## src/rtl/nibble_unpacker.sv

```systemverilog
`default_nettype none
// ============================================================================
// Module      : nibble_unpacker
// Description : Splits each accepted byte into two 4-bit nibbles on a
//               valid/ready stream. Optionally emits the high nibble first
//               and optionally collapses bytes with a zero high nibble to a
//               single nibble.
// Revision    : 1.0 - initial release
// ============================================================================
module nibble_unpacker #(
    parameter logic HI_FIRST     = 1'b0,
    parameter logic SKIP_ZERO_HI = 1'b0
) (
    input  logic       reg_clk,
    input  logic       reg_rst_n,
    input  logic [7:0] data_in,
    input  logic       in_valid,
    output logic       in_ready,
    output logic [3:0] data_out,
    output logic       out_valid,
    input  logic       out_ready,
    output logic       out_last,
    output logic       busy
);

    typedef enum logic [1:0] {
        ST_IDLE  = 2'd0,
        ST_FIRST = 2'd1,
        ST_LAST  = 2'd2
    } state_t;

    state_t     r_state;
    logic [7:0] r_held;
    logic [3:0] r_data_out;
    logic       r_out_valid;
    logic       r_out_last;
    logic       r_busy;

    logic       w_in_xfer;
    logic       w_out_xfer;
    logic       w_skip;
    logic [3:0] w_load_nibble;
    logic [3:0] w_second_nibble;

    // A new byte may enter when idle, or when the last nibble leaves this cycle.
    assign in_ready   = (r_state == ST_IDLE) || ((r_state == ST_LAST) && out_ready);
    assign w_in_xfer  = in_valid && in_ready;
    assign w_out_xfer = r_out_valid && out_ready;

    // A byte with an empty high nibble goes straight to LAST when skipping is on.
    assign w_skip          = SKIP_ZERO_HI && (data_in[7:4] == 4'h0);
    assign w_load_nibble   = (w_skip || !HI_FIRST) ? data_in[3:0] : data_in[7:4];
    assign w_second_nibble = HI_FIRST ? r_held[3:0] : r_held[7:4];

    // Sequencer: state, holding register and all stream outputs are registered.
    // An input transfer can only happen in IDLE or on the final output
    // transfer of LAST, so it always means "load a new byte".
    always_ff @(posedge reg_clk or negedge reg_rst_n) begin
        if (!reg_rst_n) begin
            r_state     <= ST_IDLE;
            r_held      <= 8'h00;
            r_data_out  <= 4'h0;
            r_out_valid <= 1'b0;
            r_out_last  <= 1'b0;
            r_busy      <= 1'b0;
        end else if (w_in_xfer) begin
            r_held      <= data_in;
            r_data_out  <= w_load_nibble;
            r_out_valid <= 1'b1;
            r_out_last  <= w_skip;
            r_busy      <= 1'b1;
            r_state     <= w_skip ? ST_LAST : ST_FIRST;
        end else begin
            case (r_state)
                ST_FIRST: begin
                    if (w_out_xfer) begin
                        r_state    <= ST_LAST;
                        r_data_out <= w_second_nibble;
                        r_out_last <= 1'b1;
                    end
                end
                ST_LAST: begin
                    if (w_out_xfer) begin
                        r_state     <= ST_IDLE;
                        r_data_out  <= 4'h0;
                        r_out_valid <= 1'b0;
                        r_out_last  <= 1'b0;
                        r_busy      <= 1'b0;
                    end
                end
                ST_IDLE: begin
                    r_out_valid <= 1'b0;
                end
                default: begin
                    r_state     <= ST_IDLE;
                    r_data_out  <= 4'h0;
                    r_out_valid <= 1'b0;
                    r_out_last  <= 1'b0;
                    r_busy      <= 1'b0;
                end
            endcase
        end
    end

    assign data_out  = r_data_out;
    assign out_valid = r_out_valid;
    assign out_last  = r_out_last;
    assign busy      = r_busy;

endmodule
`default_nettype wire

```

## config.mk

```make
export PLATFORM = sky130hd
export DESIGN_NAME = nibble_unpacker
export DESIGN_NICKNAME = d
export VERILOG_FILES = /design/src/rtl/nibble_unpacker.sv
export SDC_FILE = /design/constraint.sdc
export NUM_CORES = 1
export LEC_CHECK = 0
export CAP_MARGIN = 15
export CORE_ASPECT_RATIO = 0.9
export CORE_MARGIN = 3
export CORE_UTILIZATION = 25
export DETAILED_ROUTE_END_ITERATION = 7
export GPL_TIMING_DRIVEN = 0
export MAX_ROUTING_LAYER = met4
export PLACE_DENSITY = 0.49
export SKIP_LAST_GASP = 1
export SLEW_MARGIN = 40
export SYNTH_ARGS = -nofsm -noshare
export SYNTH_HDL_FRONTEND = slang
export SYNTH_SLANG_ARGS = --single-unit
export TNS_END_PERCENT = 5
```

## constraint.sdc

```tcl
create_clock -name reg_clk -period 5.05 [get_ports reg_clk]
set_clock_uncertainty 0.2 [all_clocks]
set_input_delay 0.7575 -clock reg_clk [delete_from_list [all_inputs] [get_ports reg_clk]]
set_output_delay 0.7575 -clock reg_clk [all_outputs]
set_load 0.01 [all_outputs]
```

# Word-level counts from Yosys, hierarchy flattened

Cells that the tools add are included.

Div/mod/pow operators: 0
Mux-type cells: 16
Shift-type cells: 0
Reductions and logical operators: 9
Eq/ne operators: 7
Bitwise logic cells: 0
Order comparisons: 0
$mul: 0
Add/sub/neg operators: 0

Operators by type and width:

| operator             | count |
|---|---|
| $mux W4              | 3 |
| $pmux W4 S3          | 1 |
| $mux W2              | 3 |
| $ne A3 B3 Y1 const B | 2 |
| $pmux W2 S3          | 1 |
| $mux W1              | 5 |
| $ne A2 B2 Y1 const B | 2 |
| $pmux W1 S2          | 2 |
| $reduce_and A2 Y1    | 2 |
| $logic_and A1 B1 Y1  | 3 |
| $pmux W1 S3          | 1 |
| $reduce_and A3 Y1    | 1 |
| $eq A2 B1 Y1 const B | 1 |
| $eq A2 B2 Y1 const B | 1 |
| $logic_not A2 Y1     | 1 |
| $ne A2 B1 Y1 const B | 1 |
| $reduce_or A2 Y1     | 1 |
| $logic_or A1 B1 Y1   | 1 |

Memories: 0
Bits of input ports: 12
Bits in registers: 17
Word-level logic and storage cells: 38
Output and inout port bits: 8
Bits in read-only memories: 0
RAM bits: 0
Bits in latches: 0

# Logic depth before layout (Yosys ltp)

Gate-level depths: netlist of the first run.

Word-level depth: 6
Depth in mapped cells: 4
Depth with buffers taken out: 3

# Least setup slack after synthesis of the first run

No wires, ideal clock.

Kind: input port to flip-flop
Start point: input port out_ready
End point: register r_data_out[0], in the netlist data_out[0]
Arrival: 1.814 ns
Path slack: 2.908 ns
Library setup time: 0.127 ns
Data required time: 4.723 ns
Buffers on the path: 1
Stages: 4
Path through: clkbuf_2 > nand2b_1 > a221o_2 > mux2_1

Cells in the longest elaborated chain, start to end: 5
Elaborated cells between the ends (all ways): 9
Those cells by class: eq/ne (3); mux (1); reduce/logical (5)

RTL lines:

| item                                                                 | line | text |
|---|---|---|
| start, declared                                                      | 21   | `input logic out_ready,` |
| $logic_and A1 B1 Y1                                                  | 46   | `assign in_ready = (r_state == ST_IDLE) \|\| ((r_state == ST_LAST) && out_ready);` |
| $logic_or A1 B1 Y1                                                   | 46   |  |
| $logic_and A1 B1 Y1                                                  | 47   | `assign w_in_xfer = in_valid && in_ready;` |
| $ne A3 B3 Y1 (no source line) / $ne A2 B2 Y1 (equally long branches) | n/a  |  |
| $reduce_and A3 Y1 (no source line)                                   | n/a  |  |
| end signal, assigned                                                 | 68   | `r_data_out <= w_load_nibble;` |
| end signal, assigned                                                 | 78   | `r_data_out <= w_second_nibble;` |
| end, declared                                                        | 34   | `logic [3:0] r_data_out;` |

Parallel ways exist; a longest one is shown, timed or not.
A chain may end at the register's enable or synchronous reset.

# Worst setup path in the final report of the first run

Start point: input port out_ready
End point: output port in_ready

Cells in the longest elaborated chain, start to end: 2

RTL lines:

| item                | line | text |
|---|---|---|
| $logic_and A1 B1 Y1 | 46   |  |
| $logic_or A1 B1 Y1  | 46   |  |
| end, declared       | 18   | `output logic in_ready,` |

Every way passes these cells.

==> flow_summary.ini, run 1 <==
[worst_setup_path]
crit_required_ns = 4.09
rr_startpoint = r_state[1]$_DFFE_PN0P_
startpoint_type = primary input
path_class = primary input to primary output
cpMaxStageDelayCell = clkdlybuf4s50_1
reg2reg_depth = 4
crit_buf_inv = 2
path_max_fanout = 9
cpLargestDelayFamily = buffers and inverters
end_kind = primary output
reg2reg_slack_ns = 3.28
r2r-end = data_out[3]$_DFFE_PN0P_
path_cells = clkbuf_2, nor2b_1, nor2_1, clkdlybuf4s50_1
cp.arrival_ns = 1.67
cp_slowest_stage_delay_ns = 0.55

[logic_synthesis]
syn-mean-instance-area_um2 = 12.1
synth_seq_area_share = 0.508
yosysUniqueCellTypes = 21
synthesis.nets = 61
syn_inst = 49
ys_warn_count = 0
netlist_area_um2 = 591
ys_seq_elements = 12

[placement]
dp_hpwl_um = 954
pre_cts_ws_ns = 2.39
gp_congestion = 0.713
io_buffers = 18
dpl_cell_area_um2 = 805
dp.cells = 94

[die]
initial_core_util = 0.268
core_um2 = 2200
io_pins = 20
rows = 16
die_area_um2 = 2980
die_w_um = 57.2
die_y_um = 52.1

[detailed_routing]
routed_via_density = 4.52
drt_wl_total_um = 1270
drt_iter0_markers = 6
met3_length_um = 85
drc_errors = 0
wl_met1_um = 680
vias = 438
maxUsedRoutingLayer = met4
wl_met2_um = 486
drt_pass1_iterations = 4
wire_per_inst_um = 13.0
ant_nets = 0

[clock_tree]
cts.path.max_buffers = 2
holdBufCountCts = 0
postCtsSetupBuffers = 0
cts_sinks = 12
cts.clk_slew.worst_paths_ns = 0.06
cts_root_buf = clkbuf_4
cts_resized = 0
insertion_delay_ns = 0.26
htree_levels = 1
tritoncts = yes
cts_made_buffers = 3

[timing]
setup-tns-final_ns = 0
period_needed_ns = 2.63
hold_ws_ns = 0.292
setup_viol = 0
final-max-slew-violation-count = 0
fin_crit_sh = 0.521
rsz0062_at_grt = no
setup_ws_ns = 2.42
max_freq_ghz = 0.380
worst_slew_pin_slew_ns = 0.532
relSlewSlack = 0.644
hold_viol_final = 0

[final_layout]
design_area_um2 = 827
utilization = 0.376
fill_cells = 226
final_layout_size_suffix_gt1_frac = 0.186
final_cells = 97
fin_nets = 84
area_growth_pct = 40.0
antenna_cells = 0

[power_and_ir_drop]
leakage_nw = 0.352
irDropWorstVdd_mv = 0.272
p_per_area_nw_per_um2 = 576
power_uw = 477

[hold_path]
min_path_type = register to register
hold_depth = 1
whs_endpoint = data_out[1]$_DFFE_PN0P_
hold_start = data_out[1]$_DFFE_PN0P_

[global_routing]
grt_max_degree = 13
grt.overflow.total = 0
grt_pass1_vias = 454
grt_util_all_layers = 0.101
antenna_found_initial = 0
grt_pass1_wl_um = 2100

[outcome]
status = completed

[flow_run]
cap_violations = 0
-- power by group --
group / switching (mW) / internal (mW) / total (mW)
Sequential: 0.0395 / 0.144 / 0.183
Combinational: 0.0968 / 0.143 / 0.240
Clock: 0.0263 / 0.0275 / 0.0538
-- sequential cells by signal, summed over array words and instances (netlist names) --
register / count
busy: 1
data_out: 4
out_valid: 1
r_held: 4
r_state: 2
-- worst max-delay path by stage --
stage / from / endpoint / cells past startpoint
final: out_ready / in_ready / 4
after global placement: in_valid / data_out[3]$_DFFE_PN0P_ / 5
after floorplan: out_ready / data_out[0]$_DFFE_PN0P_ / 4
after CTS: out_ready / in_ready / 4
after detailed placement: in_valid / data_out[2]$_DFFE_PN0P_ / 5
after global routing: out_ready / in_ready / 4
-- placed cells by master (no fill, tap or decap) --
cell and n:
clkdlybuf4s50_1 18, dfrtp_1 12, a32o_1 5, nand2_1 4
mux2_1 4, mux2_2 4, clkbuf_4 3, nor2b_1 2
nor2_1 2, nand2b_1 2, o22ai_1 2, clkbuf_2 1
buf_2 1, nor2b_2 1, buf_6 1, a22oi_1 1
a21oi_1 1, and2b_2 1, o21ai_0 1, a21o_1 1
and3_1 1, a221o_2 1, a221oi_1 1
-- per-layer routing --
layer | track usage | up-vias
li1 | - | 227
met1 | 0.142 | 196
met2 | 0.120 | 13
met3 | 0.0521 | 2
met4 | 0.0347 | 0
met5 | - | -
-- cells by family after synthesis --
kind of cell	after synthesis	synth area share
compound gates	13	0.182
buf+inv	3	0.0360
flops	12	0.508
mux	8	0.153
simple gates	13	0.121
-- final cells by class --
cell class                 instances  area [µm²]  area share
timing repair buffer              18         180       0.218
tap                               27        33.8      0.0408
buffer                             3        21.3      0.0257
sequential                        12         300       0.363
multi-input combinational         34         269       0.325
clock buffer                       3        22.5      0.0272
-- Yosys cell counts --
cell | n | area share
dfrtp_1 | 12 | 0.51
a32o_1 | 5 | 0.085
mux2_1 | 4 | 0.076
mux2_2 | 4 | 0.076
nand2_1 | 4 | 0.025
nand2b_1 | 2 | 0.021
nor2_1 | 2 | 0.013
nor2b_1 | 2 | 0.021
o22ai_1 | 2 | 0.021
a21o_1 | 1 | 0.013
a21oi_1 | 1 | 0.0085
a221o_2 | 1 | 0.019
a221oi_1 | 1 | 0.015
a22oi_1 | 1 | 0.013
and2b_2 | 1 | 0.015
and3_1 | 1 | 0.011
buf_2 | 1 | 0.0085
buf_6 | 1 | 0.019
clkbuf_2 | 1 | 0.0085
nor2b_2 | 1 | 0.015
o21ai_0 | 1 | 0.0085
(Power assumes the default switching activity.)
==> inputs of run 2 (changes only) <==
--- a/config.mk
+++ b/config.mk
@@ -12,7 +12,7 @@
 export DETAILED_ROUTE_END_ITERATION = 7
 export GPL_TIMING_DRIVEN = 0
 export MAX_ROUTING_LAYER = met4
-export PLACE_DENSITY = 0.49
+export PLACE_DENSITY = 0.51
 export SKIP_LAST_GASP = 1
 export SLEW_MARGIN = 40
 export SYNTH_ARGS = -nofsm -noshare
==> constraint.sdc (replaced) <==
create_clock -name reg_clk -period 2.4 [get_ports reg_clk]
set_clock_uncertainty 0.2 [all_clocks]
set_input_delay 0.36 -clock reg_clk [delete_from_list [all_inputs] [get_ports reg_clk]]
set_output_delay 0.36 -clock reg_clk [all_outputs]
set_load 0.01 [all_outputs]
==> flow_summary.ini, run 2 (synthesis results as in run 1) <==
[outcome]
status = completed

[global_routing]
grt_pass1_wl_um = 2020
met2_usage = 0.127
antenna_found_initial = 0
grt_max_degree = 13
grtUsageMet1 = 0.124
met3_usage = 0.0447
grt.overflow.total = 0
grt.busiest_layer = met2
grt_pass1_vias = 445
grt_util_all_layers = 0.0950

[clock_tree]
cts_root_buf = clkbuf_4
cts.path.max_buffers = 2
cts.clk_slew.worst_paths_ns = 0.07
insertion_delay_ns = 0.27
cts_resized = 0
cts_sinks = 12
postCtsSetupBuffers = 0
holdBufCountCts = 0
tritoncts = yes
cts_made_buffers = 3
htree_levels = 1

[worst_setup_path]
path_max_fanout = 9
reg2reg_slack_ns = 0.64
startpoint_type = register
cp.arrival_ns = 1.59
end_kind = primary output
path_class = register to primary output
crit_required_ns = 1.84

[timing]
worst_slew_pin_slew_ns = 0.531
period_needed_ns = 2.15
relSlewSlack = 0.645
setup-tns-final_ns = 0
setup_viol = 0
hold_viol_final = 0
max_freq_ghz = 0.465
fin_crit_sh = 0.896
final-max-slew-violation-count = 0
rsz0062_at_grt = no

[detailed_routing]
drt_iter0_markers = 14
ant_nets = 0
drt_pass1_iterations = 4
routed_via_density = 4.91
drc_errors = 0
drt_wl_total_um = 1250
wire_per_inst_um = 12.9
vias = 476

[die]
die_w_um = 57.2
die_y_um = 52.1
io_pins = 20
core_um2 = 2200
rows = 16
initial_core_util = 0.268
die_area_um2 = 2980

[final_layout]
final_layout_size_suffix_gt1_frac = 0.186
area_growth_pct = 40.0
final_cell_mix = 18 x clkdlybuf4s50_1, 12 x dfrtp_1, 5 x a32o_1
fill_cells = 231
antenna_cells = 0
fin_nets = 84
final_common_cell = clkdlybuf4s50_1

[power_and_ir_drop]
p_per_area_nw_per_um2 = 1220
leakage_nw = 0.352
power_mw = 1.01
irDropWorstVdd_mv = 0.562

[placement]
gp_congestion = 0.685
dp_hpwl_um = 951
io_buffers = 18

[hold_path]
min_path_type = primary input to async pin

[flow_run]
cap_violations = 0
==> run 2: cell counts in the layout (fill, tap and decap cells not counted) <==
Identical to the previous run, type by type.
==> run 2: worst paths after layout <==
check | startpoint | end | depth (start not counted)
worst min-delay path | reg_rst_n | r_held[4]$_DFFE_PN0P_ | 1
min in group reg_clk | out_ready | r_state[1]$_DFFE_PN0P_ | 2
worst min register to register | data_out[3]$_DFFE_PN0P_ | data_out[3]$_DFFE_PN0P_ | 1
worst max register to register | r_state[0]$_DFFE_PN0P_ | data_out[0]$_DFFE_PN0P_ | 4
max in group asynchronous | reg_rst_n | out_valid$_DFFE_PN0P_ | 1
worst max-delay path | r_state[1]$_DFFE_PN0P_ | in_ready | 4
==> run 2: per-stage QoR <==
stage	instance area [µm²]	hold WS [ns]	std cells	setup slack [ns]	util
2_1_floorplan	591	-0.136	49	0.656	-
3_3_place_gp	805	0.272	94	0.151	0.365
3_5_place_dp	805	0.278	94	0.152	0.365
4_1_cts	827	0.260	97	0.224	0.376
5_1_grt	827	0.271	97	0.142	0.376
6_report	827	0.240	97	0.251	0.376
==> run 2: critical path: stages, from the launching register on <==
cell	delay, ns
dfrtp_1	0.37
buf_2	0.16
nor2b_1	0.15
nor2_1	0.09
clkdlybuf4s50_1	0.55
==> run 2: layout make-up <==
type,count,area (µm²),share of cell area
Buffer,3,21.3,0.0257
Clock buffer,3,22.5,0.0272
Multi-Input combinational cell,34,269,0.325
Sequential cell,12,300,0.363
Tap cell,27,33.8,0.0408
Timing Repair Buffer,18,180,0.218
==> run 2: where the power goes <==
group	switching, mW	internal [mW]
Sequential	0.0805	0.302
Combinational	0.206	0.301
Clock	0.0598	0.0580
Total	0.346	0.661
==> run 2: per-layer routing <==
| metal | wire length [µm] | part of all wire |
|---|---|---|
| met1 | 635 | 0.51 |
| met2 | 555 | 0.44 |
| met3 | 47 | 0.038 |
| met4 | 9 | 0.0072 |
| met5 | 0 | 0 |
==> inputs of run 3 (changes only) <==
--- a/config.mk
+++ b/config.mk
@@ -8,11 +8,11 @@
 export CAP_MARGIN = 15
 export CORE_ASPECT_RATIO = 0.9
 export CORE_MARGIN = 3
-export CORE_UTILIZATION = 25
+export CORE_UTILIZATION = 38
 export DETAILED_ROUTE_END_ITERATION = 7
 export GPL_TIMING_DRIVEN = 0
 export MAX_ROUTING_LAYER = met4
-export PLACE_DENSITY = 0.51
+export PLACE_DENSITY = 0.71
 export SKIP_LAST_GASP = 1
 export SLEW_MARGIN = 40
 export SYNTH_ARGS = -nofsm -noshare
==> flow_summary.ini, run 3 (synthesis results as in run 1) <==
[outcome]
status = completed

[clock_tree]
insertion_delay_ns = 0.26
cts.clk_slew.worst_paths_ns = 0.06
cts_resized = 0
cts_root_buf = clkbuf_4
cts.path.max_buffers = 2
cts_made_buffers = 3
tritoncts = yes
postCtsSetupBuffers = 0
holdBufCountCts = 0
cts_sinks = 12
htree_levels = 1

[final_layout]
final_cell_mix = 18 x clkdlybuf4s50_1, 12 x dfrtp_1, 5 x a32o_1
utilization = 0.607
final_layout_size_suffix_gt1_frac = 0.186
fin_nets = 84
final_common_cell = clkdlybuf4s50_1
antenna_cells = 0
area_growth_pct = 37.3

[timing]
worst_slew_pin_slew_ns = 0.539
final-max-slew-violation-count = 0
hold_viol_final = 0
setup_viol = 0
fin_crit_sh = 0.884
period_needed_ns = 2.12
setup-tns-final_ns = 0
relSlewSlack = 0.640
rsz0062_at_grt = no
max_freq_ghz = 0.471

[placement]
dp_hpwl_um = 949
io_buffers = 18
gp_congestion = 0.766

[worst_setup_path]
cpLargestDelayFamily = buffers and inverters
startpoint_type = register
path_max_fanout = 9
crit_path_start = r_state[1]$_DFFE_PN0P_
crit_buf_inv = 2
rr_startpoint = r_state[0]$_DFFE_PN0P_
path_class = register to primary output
path_cells = buf_2, nor2b_1, nor2_1, clkdlybuf4s50_1
crit_required_ns = 1.84
end_kind = primary output
cp.arrival_ns = 1.56
cp_slowest_stage_delay_ns = 0.54
cpMaxStageDelayCell = clkdlybuf4s50_1

[hold_path]
min_path_type = primary input to async pin

[die]
rows = 12
die_w_um = 47.6
initial_core_util = 0.442
die_y_um = 43.4
io_pins = 20
core_um2 = 1340
die_area_um2 = 2060

[global_routing]
grt_util_all_layers = 0.144
grt_max_degree = 13
grt.overflow.total = 0
antenna_found_initial = 0
grt_pass1_wl_um = 1990
grt_pass1_vias = 444

[detailed_routing]
drc_errors = 0
wire_per_inst_um = 14.7
drt_pass1_iterations = 2
drt_iter0_markers = 2
drt_wl_total_um = 1230
routed_via_density = 5.42
vias = 455
ant_nets = 0

[flow_run]
cap_violations = 0

[power_and_ir_drop]
leakage_nw = 0.352
irDropWorstVdd_mv = 0.734
p_per_area_nw_per_um2 = 1240
run 3: cell counts in the layout (fill, tap and decap cells not counted):
No cell type changed its count.
run 3: power breakdown:
group | internal, mW | total, mW | switching (mW)
clock | 0.0578 | 0.113 | 0.0549
sequential | 0.302 | 0.385 | 0.0831
combinational | 0.301 | 0.507 | 0.206
total | 0.661 | 1.00 | 0.344
run 3: worst paths after layout:
path,to,slack [ns],cells after the start
max,in_ready,0.28,4
max reg2reg,data_out[1]$_DFFE_PN0P_,0.63,4
min in group reg_clk,data_out[0]$_DFFE_PN0P_,0.29,1
min,r_held[7]$_DFFE_PN0P_,0.25,1
max in group asynchronous,data_out[3]$_DFFE_PN0P_,1.39,1
min reg2reg,data_out[0]$_DFFE_PN0P_,0.29,1
run 3: per-layer routing:
| metal | global-route usage | vias up | wire length, µm |
|---|---|---|---|
| li1 | - | 229 | - |
| met1 | 0.178 | 217 | 596 |
| met2 | 0.209 | 7 | 591 |
| met3 | 0.0747 | 2 | 35 |
| met4 | 0.0323 | 0 | 9 |
| met5 | - | - | 0 |
run 3: area by class of cell:
type,instances,area (µm²)
Sequential cell,12,300
Multi-Input combinational cell,34,269
Timing Repair Buffer,18,180
Clock buffer,3,22.5
Buffer,3,21.3
Tap cell,14,17.5
Fill cell,128,526
run 3: through the flow:
| step | cell area, µm² | cells | setup WS, ns | hold slack (ns) | power (mW) |
|---|---|---|---|---|---|
| 2_1_floorplan | 591 | 49 | 0.656 | -0.136 | 0.681 |
| 3_3_place_gp | 788 | 81 | 0.165 | 0.273 | 0.885 |
| 3_5_place_dp | 788 | 81 | 0.165 | 0.282 | 0.897 |
| 4_1_cts | 811 | 84 | 0.259 | 0.262 | 1.02 |
| 5_1_grt | 811 | 84 | 0.205 | 0.272 | 1.08 |
| 6_report | 811 | 84 | 0.278 | 0.253 | 1.00 |
run 3: worst register-to-register path: stages (launching register included):
cell     delay (ns)
dfrtp_1        0.49
nor2b_2        0.08
buf_6          0.13
a221o_2        0.43
mux2_1         0.32
